==> src/rtl/flopoco_fcmp_pipe.sv <==
// Pipelined multi-mode comparator for FloPoCo floating-point operands.
// Stage 1 captures the operand classification and the raw exp/frac compare,
// middle stages only delay, and the last register holds the resolved result.
module flopoco_fcmp_pipe #(
  parameter int unsigned WE     = 4,
  parameter int unsigned WF     = 3,
  parameter int unsigned STAGES = 2
) (
  input  logic               clk,
  input  logic               rst_n,
  input  logic               in_valid,
  output logic               in_ready,
  input  logic [WE+WF+2:0]   X,
  input  logic [WE+WF+2:0]   Y,
  input  logic [2:0]         op,
  output logic               out_valid,
  input  logic               out_ready,
  output logic               result,
  output logic               unordered,
  output logic [WE+WF+2:0]   Z
);

  localparam int unsigned W  = WE + WF + 3;
  localparam int unsigned EF = WE + WF;
  // payload: op, X, Y, class flags X/Y, signs, exp/frac lt and eq
  localparam int unsigned PW = 2 * W + 15;

  logic [STAGES:1] r_v;
  logic [STAGES:0] w_vchain;
  logic [STAGES:1] w_ld;
  logic [PW-1:0]   w_dec;
  logic [PW-1:0]   w_last;
  logic            r_result;
  logic            r_unordered;
  logic [W-1:0]    r_z;

  // Classify both operands and do the unsigned exp/frac compare.
  function automatic logic [PW-1:0] f_decode(input logic [W-1:0] x,
                                              input logic [W-1:0] y,
                                              input logic [2:0]   o);
    logic [3:0] xc;
    logic [3:0] yc;
    logic       lt;
    logic       eq;
    xc = 4'b0001 << x[W-1:W-2];
    yc = 4'b0001 << y[W-1:W-2];
    lt = (x[EF-1:0] < y[EF-1:0]);
    eq = (x[EF-1:0] == y[EF-1:0]);
    return {o, x, y, xc, yc, x[W-3], y[W-3], lt, eq};
  endfunction

  // Position in the numeric order; zero and NaN share the middle slot.
  function automatic logic [2:0] f_rank(input logic [3:0] c, input logic s);
    if (c[2]) return s ? 3'd0 : 3'd4;
    if (c[1]) return s ? 3'd1 : 3'd3;
    return 3'd2;
  endfunction

  // Resolve predicate / min-max selection from a decoded payload.
  function automatic logic [W+1:0] f_resolve(input logic [PW-1:0] p);
    logic [2:0]   o;
    logic [W-1:0] x;
    logic [W-1:0] y;
    logic [3:0]   xc;
    logic [3:0]   yc;
    logic         sx;
    logic         sy;
    logic         lt;
    logic         eq;
    logic [2:0]   rx;
    logic [2:0]   ry;
    logic         xlt;
    logic         xeq;
    logic         un;
    logic         bz;
    logic         sel;
    logic         res;
    o  = p[PW-1 -: 3];
    x  = p[PW-4 -: W];
    y  = p[PW-4-W -: W];
    xc = p[11:8];
    yc = p[7:4];
    sx = p[3];
    sy = p[2];
    lt = p[1];
    eq = p[0];
    rx = f_rank(xc, sx);
    ry = f_rank(yc, sy);
    if (rx != ry) begin
      xlt = (rx < ry);
      xeq = 1'b0;
    end else if (xc[1]) begin
      xeq = eq;
      xlt = sx ? (!lt && !eq) : lt;
    end else begin
      xlt = 1'b0;
      xeq = 1'b1;
    end
    un = xc[3] | yc[3];
    // opposite-signed zeros: MIN takes the negative one, MAX the positive one
    bz = xc[0] & yc[0] & (sx ^ sy);
    if (xc[3])      sel = !yc[3];
    else if (yc[3]) sel = 1'b0;
    else if (bz)    sel = o[0] ? sx : sy;
    else if (xeq)   sel = 1'b0;
    else            sel = o[0] ? xlt : !xlt;
    case (o)
      3'b000:  res = !un & xlt;
      3'b001:  res = !un & (xlt | xeq);
      3'b010:  res = !un & xeq;
      3'b011:  res = !un & !xlt & !xeq;
      3'b100:  res = !un & !xlt;
      3'b101:  res = un | !xeq;
      default: res = sel;
    endcase
    return {res, un, (o[2] & o[1] & sel) ? y : x};
  endfunction

  assign w_dec    = f_decode(X, Y, op);
  assign w_vchain = {r_v, in_valid};
  assign in_ready = w_ld[1];

  // Stage k may load when it or any stage below it is empty, or the head drains.
  always_comb begin
    w_ld = '0;
    for (int k = 1; k <= int'(STAGES); k++) begin
      w_ld[k] = out_ready;
      for (int j = k; j <= int'(STAGES); j++) begin
        if (!w_vchain[j]) w_ld[k] = 1'b1;
      end
    end
  end

  // Valid bits advance with the load enables; a stalled stage keeps its bit.
  always_ff @(posedge clk or negedge rst_n) begin
    if (!rst_n) begin
      r_v <= '0;
    end else begin
      for (int k = 1; k <= int'(STAGES); k++) begin
        if (w_ld[k]) r_v[k] <= w_vchain[k-1];
      end
    end
  end

  if (STAGES > 1) begin : g_pipe
    logic [PW-1:0] r_p [1:STAGES-1];

    // Decoded payload register followed by plain delay stages.
    always_ff @(posedge clk or negedge rst_n) begin
      if (!rst_n) begin
        for (int k = 1; k <= int'(STAGES) - 1; k++) r_p[k] <= '0;
      end else begin
        if (w_ld[1] & in_valid) r_p[1] <= w_dec;
        for (int k = 2; k <= int'(STAGES) - 1; k++) begin
          if (w_ld[k] & w_vchain[k-1]) r_p[k] <= r_p[k-1];
        end
      end
    end

    assign w_last = r_p[STAGES-1];
  end else begin : g_flat
    assign w_last = w_dec;
  end

  // Output register holds the resolved beat.
  always_ff @(posedge clk or negedge rst_n) begin
    if (!rst_n) begin
      r_result    <= 1'b0;
      r_unordered <= 1'b0;
      r_z         <= '0;
    end else if (w_ld[STAGES] & w_vchain[STAGES-1]) begin
      {r_result, r_unordered, r_z} <= f_resolve(w_last);
    end
  end

  assign out_valid = r_v[STAGES];
  assign result    = r_result;
  assign unordered = r_unordered;
  assign Z         = r_z;

endmodule

==> config.mk <==
export PLATFORM = sky130hd
export DESIGN_NAME = flopoco_fcmp_pipe
export DESIGN_NICKNAME = d
export VERILOG_FILES = /design/src/rtl/flopoco_fcmp_pipe.sv
export SDC_FILE = /design/constraint.sdc
export NUM_CORES = 1
export LEC_CHECK = 0
export ABC_AREA = 1
export CORE_MARGIN = 1
export CORE_UTILIZATION = 53
export CTS_CLUSTER_SIZE = 40
export DETAILED_ROUTE_END_ITERATION = 8
export GPL_ROUTABILITY_DRIVEN = 0
export PLACE_DENSITY_LB_ADDON = 0.15
export SYNTH_ARGS = -nofsm -noshare
export SYNTH_HDL_FRONTEND = slang
export SYNTH_SLANG_ARGS = --single-unit
==> constraint.sdc <==
create_clock -name clk -period 2.37 [get_ports clk]
set_input_delay 0.474 -clock clk [delete_from_list [all_inputs] [get_ports clk]]
set_output_delay 0.474 -clock clk [all_outputs]
set_load 0.02 [all_outputs]
* Word level (Yosys, flattened, before mapping) *
Index checks and enable logic that the tools add are counted.

operators by class
  $lt $le $gt $ge = 2
  eq/ne operators = 7
  shift-type cells = 2
  muxes and demuxes = 43
  bitwise logic cells = 15
  reduce and logical (&&, ||, !) cells = 8

operators with widths
  cell                                              number
  two-way mux 3 bit                                 12
  two-way mux 1 bit                                 27
  AND 1 bit                                         11
  two-way mux 10 bit                                1
  left shift 1 x 2 -> 4 bit (first input constant)  2
  == test 7 bit                                     1
  < comparator 7 bit                                1
  == test 3 x 2 -> 1 bit (second input constant)    2
  == test 3 bit (second input constant)             2
  logical NOT 1 bit                                 6
  one-hot mux 1 bit (6 select lines)                1
  two-way mux 2 bit                                 2
  == test 3 x 1 -> 1 bit (second input constant)    1
  logical NOT 3 bit                                 1
  < comparator 3 bit                                1
  != test 3 bit                                     1
  bitwise OR 1 bit                                  3
  logical AND 1 bit                                 1
  bitwise XOR 1 bit                                 1

word-level totals
  register bits after elaboration = 49
  input bits = 27
  output and inout port bits = 14
  word-level logic and storage cells = 83

* Depth between registers and ports, before layout *
Gate-level depths: netlist of the first run.

  depth in word-level cells = 20
  mapped depth = 16
  mapped depth without buffers = 15

* Least setup slack after synthesis of the first run *
OpenSTA, ideal clock, no wires.

  path type = reg2reg
  from = register g_pipe.r_p[19] (netlist bit)
  to = register r_z[7], in the netlist Z[7]
  library setup time = 0.117 ns
  data arrival time = 1.716 ns
  required time = 2.253 ns
  path slack = 0.537 ns
  stages on the path, launching flop included = 16
  path buffers = 1
  clock period less this slack = 1.833 ns
  path through = dfrtp_1 -> inv_1 -> o21ai_0 -> ha_1 -> nand3_1 -> nor2_1 -> nand2_2 -> nand2_2 -> nand2_2 -> nand3_2 -> nand2_2 -> nand2_2 -> buf_8 -> nand2_1 -> nand3_1 -> nand2_1

between the ends
  longest elaborated chain between the ends = 1

ends and longest elaborated chain
  item                               RTL line  text
  from (decl)                        146       logic [PW-1:0] r_p [1:STAGES-1];
  from (signal, indexed assignment)  155       if (w_ld[k] & w_vchain[k-1]) r_p[k] <= r_p[k-1];
  two-way mux 10 bit                 116       return {res, un, (o[2] & o[1] & sel) ? y : x};
  to (signal assigned)               172       {r_result, r_unordered, r_z} <= f_resolve(w_last);
  to (decl)                          35        logic [W-1:0] r_z;

Every way passes these cells.
A chain may end at the register's enable or synchronous reset.

* Worst setup path in the final report of the first run *
  from = input port out_ready
  to = output port in_ready

between the ends
  longest elaborated chain between the ends = 2

ends and longest elaborated chain
  item                            RTL line  text
  from (decl)                     17        input logic out_ready,
  two-way mux 1 bit (2 in a row)  129       if (!w_vchain[j]) w_ld[k] = 1'b1;
  to (decl)                       12        output logic in_ready,

Every way passes these cells.

==> results.py, run 1 <==
metrics = {
    "run_status": {
        "status": "finished, final reports clean",
    },
    "final_layout": {
        "drive_gt1_share_pct": 9.97,
        "final_common_cell": "nand2_1",
        "flow.area_growth_from_synthesis_pct": 21.4,
        "nets": 379,
        "n_antenna_cell": 0,
        "stdcell_count": 393,
        "final_cell_mix": "nand2_1, dfrtp_1, inv_1",
    },
    "place": {
        "placement.io_buffers": 40,
        "dp_cells": 387,
        "dp_hpwl_mm": 3.63,
    },
    "timing": {
        "fin_crit_ps": 2170,
        "skew_ps": 4.28,
        "max_slew_margin_pct": 62.3,
        "max_freq_mhz": 461,
        "worst_pin_slew_ps": 565,
        "rsz0062_at_grt": "false",
        "min_period_over_period_pct": 91.6,
        "fin_setup_tns_ps": 0,
        "hold_violations": 0,
        "slew_viol_final": 0,
        "finalSetupViolCount": 0,
    },
    "synthesis": {
        "synth_area_sq_um": 2420,
        "synth_simple_gate_area_share_pct": 25.3,
        "synthMuxAreaShare_pct": 0,
        "synth-xor-area-share_pct": 0,
        "synth_seq_cells": 47,
        "syn_nets": 336,
        "ys_seq_area_share_pct": 48.7,
        "yosysWarnings": 0,
        "synth_cell_type_count": 25,
        "synth_top_family_by_area": "simple AND/OR/NAND/NOR gates",
        "syn_inst": 299,
        "synth_compound_area_share_pct": 10.7,
        "synth_adder_area_share_pct": 5.18,
        "synth_area_per_cell_sq_um": 8.08,
    },
    "worst_setup_path": {
        "crit_path_start_kind": "input pin",
        "cpPeakStageDelay_ps": 620,
        "critPathMostFrequentCell": "clkdlybuf4s50_1",
        "critPathTopFamily": "buffers and inverters",
        "critPathBufInv": 3,
        "slowest_stage": "clkdlybuf4s50_1",
        "worstPathMaxFanout": 3,
        "crit_arrival_ps": 1700,
        "setup.worst_path.class": "input pin to primary output",
        "worstPathRequired_ps": 1900,
        "endpoint_kind": "primary output",
        "path_cells": "clkdlybuf4s50_1 -> inv_1 -> nand3_1 -> clkdlybuf4s50_1",
    },
    "clock_tree": {
        "path_clk_slew_ps": 80,
        "numCtsBuffers": 5,
        "cts_setup_buffers": 0,
        "clkLatencyLatePin_ps": 300,
        "clk_path_buf_depth": 2,
        "cts.root.buffer_cell": "clkbuf_8",
        "cts_htree_levels": 2,
        "cts_sinks": 47,
        "cts_tree": "built",
        "cts_resized": 0,
        "hold_buffers": 0,
    },
    "detailed_routing": {
        "wirelength_mm": 4.88,
        "wl_per_cell_um": 12.4,
        "viasPerCell": 5.09,
        "first_pass_iters": 4,
        "vias": 2000,
        "ant_nets": 0,
        "drc": 0,
        "drtIter0Drc": 168,
    },
    "global_route": {
        "grt_util_all_layers_pct": 22.9,
        "grt_max_degree": 48,
        "grt_pass1_wl_mm": 8.65,
        "grt_overflow": 0,
        "grt_pass1_vias": 1878,
        "antenna_found_initial": 0,
    },
    "pwr": {
        "pwr_density_cell_nw_per_um2": 802,
        "leakage_nw": 1.50,
        "power_mw": 2.35,
        "ir_drop_mv": 0.406,
    },
    "hold_path": {
        "holdCritPathClass": "input pin to async pin",
    },
    "die": {
        "io_pins": 41,
        "die_h_um": 69.5,
        "core-area_sq_um": 4350,
        "rows": 24,
        "start_util_pct": 55.5,
        "fp.dieW_um": 69.5,
        "fp.dieArea_sq_um": 4830,
    },
    "job": {
        "maxCapViolCount": 0,
    },
}
==> worst paths after layout <==
kind | startpoint | slack, ps | cells past startpoint | end
max reg2reg | g_pipe.r_p[19] | 220 | 13 | Z[7]
max in group asynchronous | rst_n | 1730 | 2 | g_pipe.r_p[14]
min reg2reg | Z[4] | 480 | 2 | Z[4]
min in group clk | Z[4] | 480 | 2 | Z[4]
min | rst_n | 250 | 2 | g_pipe.r_p[33]
max | out_ready | 200 | 4 | in_ready
==> through the flow <==
| stage | instance area (sq um) | worst slack (ps) | hold WS (ps) | utilization (%) |
|---|---|---|---|---|
| 3_5_place_dp | 2860 | 204 | 469 | 65.6 |
| 3_3_place_gp | 2860 | 224 | 464 | 65.6 |
| 5_1_grt | 2930 | 11.8 | 305 | 67.4 |
| 4_1_cts | 2930 | 160 | 267 | 67.3 |
| 2_1_floorplan | 2420 | 537 | 178 | - |
| 6_report | 2930 | 200 | 254 | 67.4 |
==> sequential cells by signal (all words and copies together) (netlist names) <==
name / flops
Z: 10
g_pipe.r_p: 33
r_v: 2
result: 1
unordered: 1
==> cell usage after synthesis <==
library cell   n  share of area, %
inv_2          3              0.47
buf_6          1              0.47
nand2_1       81                13
a21oi_1        9               1.9
o22ai_1        3              0.78
nand3_1       27               5.6
clkinv_1       1              0.16
o41ai_1        1              0.36
buf_4          2              0.62
o2111ai_1      1              0.36
nand4_1        4               1.0
nand3_2        1              0.41
ha_1          10               5.2
clkbuf_1       5              0.78
inv_1         44               6.8
dfrtp_1       47                49
nand2_2       15               3.9
o21ai_2        1              0.36
o21ai_0       30               6.2
buf_2          1              0.21
o21ai_1        2              0.41
nor2_1         7               1.1
a21oi_2        1              0.36
nor3_4         1              0.67
buf_8          1              0.62
==> layer usage <==
layer  global-route usage (%)  share of wire, %  vias up
met5                        0                 0        -
met4                     7.48               1.4        0
met3                     4.94               4.9        7
met2                     33.9                45       51
met1                     33.7                49      912
li1                         -                 -     1030
==> kinds of logic after synthesis <==
group / after synthesis
buffers and inverters: 58
AOI/OAI and AO/OA: 48
adders and majority gates: 10
DFF: 47
and+or+nand+nor: 136
==> area by class of cell <==
cell class              instances  area, sq um
well taps                      52         65.1
repair buffers                 46          440
fillers                       370         1420
multi-input cells             194         1000
clock buffers                   6         72.6
flip-flops and latches         47         1180
inverters                      48          180
==> power by group <==
group,internal [mW],switching [mW],leakage (nW)
combinational,0.365,0.505,0.882
clock,0.197,0.243,0.0371
sequential,0.958,0.0870,0.583
(Power assumes the default switching activity.)
==> inputs of run 2 (changes only) <==
CTS_CLUSTER_DIAMETER = 30   (was not set)
==> results of run 2 <==
The final DEF is identical to that of run 1; final timing and power are the same.
==> inputs of run 3 (changes only) <==
CORE_UTILIZATION = 54   (was 53)
CTS_CLUSTER_SIZE = 24   (was 40)
DONT_BUFFER_PORTS = 1   (was not set)
==> run 3 against run 2 <==
- sequential share of layout area grew 5.9 points
- highest routed layer unchanged
- setup slack improved by 46 ps
- register-to-register slack gained 30 ps
==> results.py, run 3 (synthesized netlist as in run 1, its figures left out) <==
metrics = {
    "run_status": {
        "status": "finished, final reports clean",
    },
    "timing": {
        "max_freq_mhz": 471,
        "slew_viol_final": 0,
        "finalSetupViolCount": 0,
        "fin_crit_ps": 2120,
        "min_period_over_period_pct": 89.6,
        "hold_violations": 0,
        "max_slew_margin_pct": 62.5,
        "rsz0062_at_grt": "false",
        "fin_setup_tns_ps": 0,
        "worst_pin_slew_ps": 562,
        "skew_ps": 6.83,
    },
    "die": {
        "die_h_um": 68.9,
        "rows": 23,
        "core-area_sq_um": 4140,
        "io_pins": 41,
        "fp.dieW_um": 68.9,
        "fp.dieArea_sq_um": 4750,
        "start_util_pct": 58.3,
    },
    "final_layout": {
        "fill_cells": 411,
        "fin_util_pct": 61.8,
        "largest_reg_flops": 33,
        "n_antenna_cell": 0,
        "drive_gt1_share_pct": 10.4,
        "seqCellArea_sq_um": 1180,
        "nets": 335,
        "regMostFlops": "g_pipe.r_p",
        "multiInputGateArea_sq_um": 1000,
        "final_cell_mix": "nand2_1, dfrtp_1, inv_1",
        "flow.area_growth_from_synthesis_pct": 5.96,
        "final_common_cell": "nand2_1",
    },
    "global_route": {
        "busiest_layer": "met1",
        "grt_util_all_layers_pct": 22.8,
        "grt_overflow": 0,
        "met3_usage_pct": 5.59,
        "grt_pass1_wl_mm": 7.70,
        "use_met2_pct": 31.3,
        "grt_max_degree": 48,
        "antenna_found_initial": 0,
        "grt_pass1_vias": 1654,
        "use_met1_pct": 33.6,
    },
    "pwr": {
        "seq_power_share_pct": 50.7,
        "leakage_nw": 1.35,
        "p_comb_share_pct": 23.8,
        "internal_power_mw": 1.45,
        "p_sw_mw": 0.825,
        "p_sw_share_pct": 36.3,
        "pwr_density_cell_nw_per_um2": 888,
        "ir_drop_mv": 0.488,
        "clock_power_share_pct": 25.5,
    },
    "detailed_routing": {
        "ant_nets": 0,
        "drc": 0,
        "vias": 1863,
        "wl_per_cell_um": 13.9,
        "wirelength_mm": 4.82,
        "viasPerCell": 5.35,
        "first_pass_iters": 4,
        "drtIter0Drc": 104,
    },
    "clock_tree": {
        "cts_tree": "built",
        "clkLatencyLatePin_ps": 300,
        "cts_sinks": 47,
        "numCtsBuffers": 5,
        "path_clk_slew_ps": 90,
        "cts_htree_levels": 2,
        "cts.root.buffer_cell": "clkbuf_8",
        "cts_setup_buffers": 0,
        "clk_path_buf_depth": 2,
    },
    "place": {
        "dp_hpwl_mm": 3.52,
        "placement.io_buffers": 0,
    },
    "worst_setup_path": {
        "crit_path_start_kind": "flip-flop",
        "endpoint_kind": "flip-flop",
        "worstPathMaxFanout": 11,
        "setup.worst_path.class": "flip-flop to flip-flop",
        "crit_arrival_ps": 2320,
        "worstPathRequired_ps": 2560,
    },
    "hold_path": {
        "holdCritPathClass": "input pin to async pin",
    },
    "job": {
        "maxCapViolCount": 0,
    },
}
[run 3: worst max-delay path, stage by stage, from the launching register on]
cell and delay (ps):
dfrtp_1 390, inv_1 140, o21ai_0 120, ha_1 310, nand3_1 90, nor2_1 130
nand2_2 80, nand2_2 80, nand2_2 50, nand3_2 60, nand2_2 140, nand2_4 200
nand2_1 70, nand3_1 80, nand2_1 60
[run 3: final timing paths]
kind	from	endpoint	slack (ps)	depth (start not counted)
min in group clk	Y[8]	g_pipe.r_p[6]	270	1
max in group asynchronous	rst_n	g_pipe.r_p[19]	2160	1
max reg2reg	g_pipe.r_p[19]	Z[7]	250	14
min reg2reg	g_pipe.r_p[15]	g_pipe.r_p[15]	490	2
min	rst_n	r_v[2]	9	1
max	g_pipe.r_p[19]	Z[7]	250	14
[run 3: routing by layer]
layer  up-vias  wire length (um)
met1       863              2530
met4         0                90
met3        10               223
met5         -                 0
li1        945                 -
met2        45              1980
[run 3: repair_timing]
item | in CTS | in global routing
hold buffers | 1 | 0
endpoints found under the setup margin | 0 | 5
resized for setup | 0 | 1
endpoints found under the hold margin | 47 | 0
[run 3: stage by stage]
stage / instance area (sq um) / hold slack [ps] / power, mW / setup slack [ps] / std cells
after detailed placement: 2420 / 179 / 1.69 / 164 / 340
after global routing: 2560 / 17.3 / 2.43 / 50.4 / 348
after CTS: 2550 / 13.7 / 2.29 / 153 / 348
final: 2560 / 8.92 / 2.27 / 246 / 348
after global placement: 2420 / 179 / 1.67 / 269 / 340
after floorplan: 2420 / 178 / 1.60 / 537 / 299
[run 3: power by group through the flow]
stage	clock network, mW	logic, mW	registers, mW
finish	0.580	0.541	1.15
global route	0.623	0.623	1.18
CTS	0.593	0.540	1.15
detailed placement	0	0.515	1.17
global placement	0	0.508	1.16
floorplan	0	0.453	1.14
[run 3: area by class of cell]
cell class | instances | area share (%)
flip-flops and latches | 47 | 45.9
multi-input cells | 194 | 39.1
inverters | 48 | 7.04
clock buffers | 5 | 2.69
well taps | 50 | 2.44
clock inverters | 2 | 1.47
repair buffers | 2 | 1.37
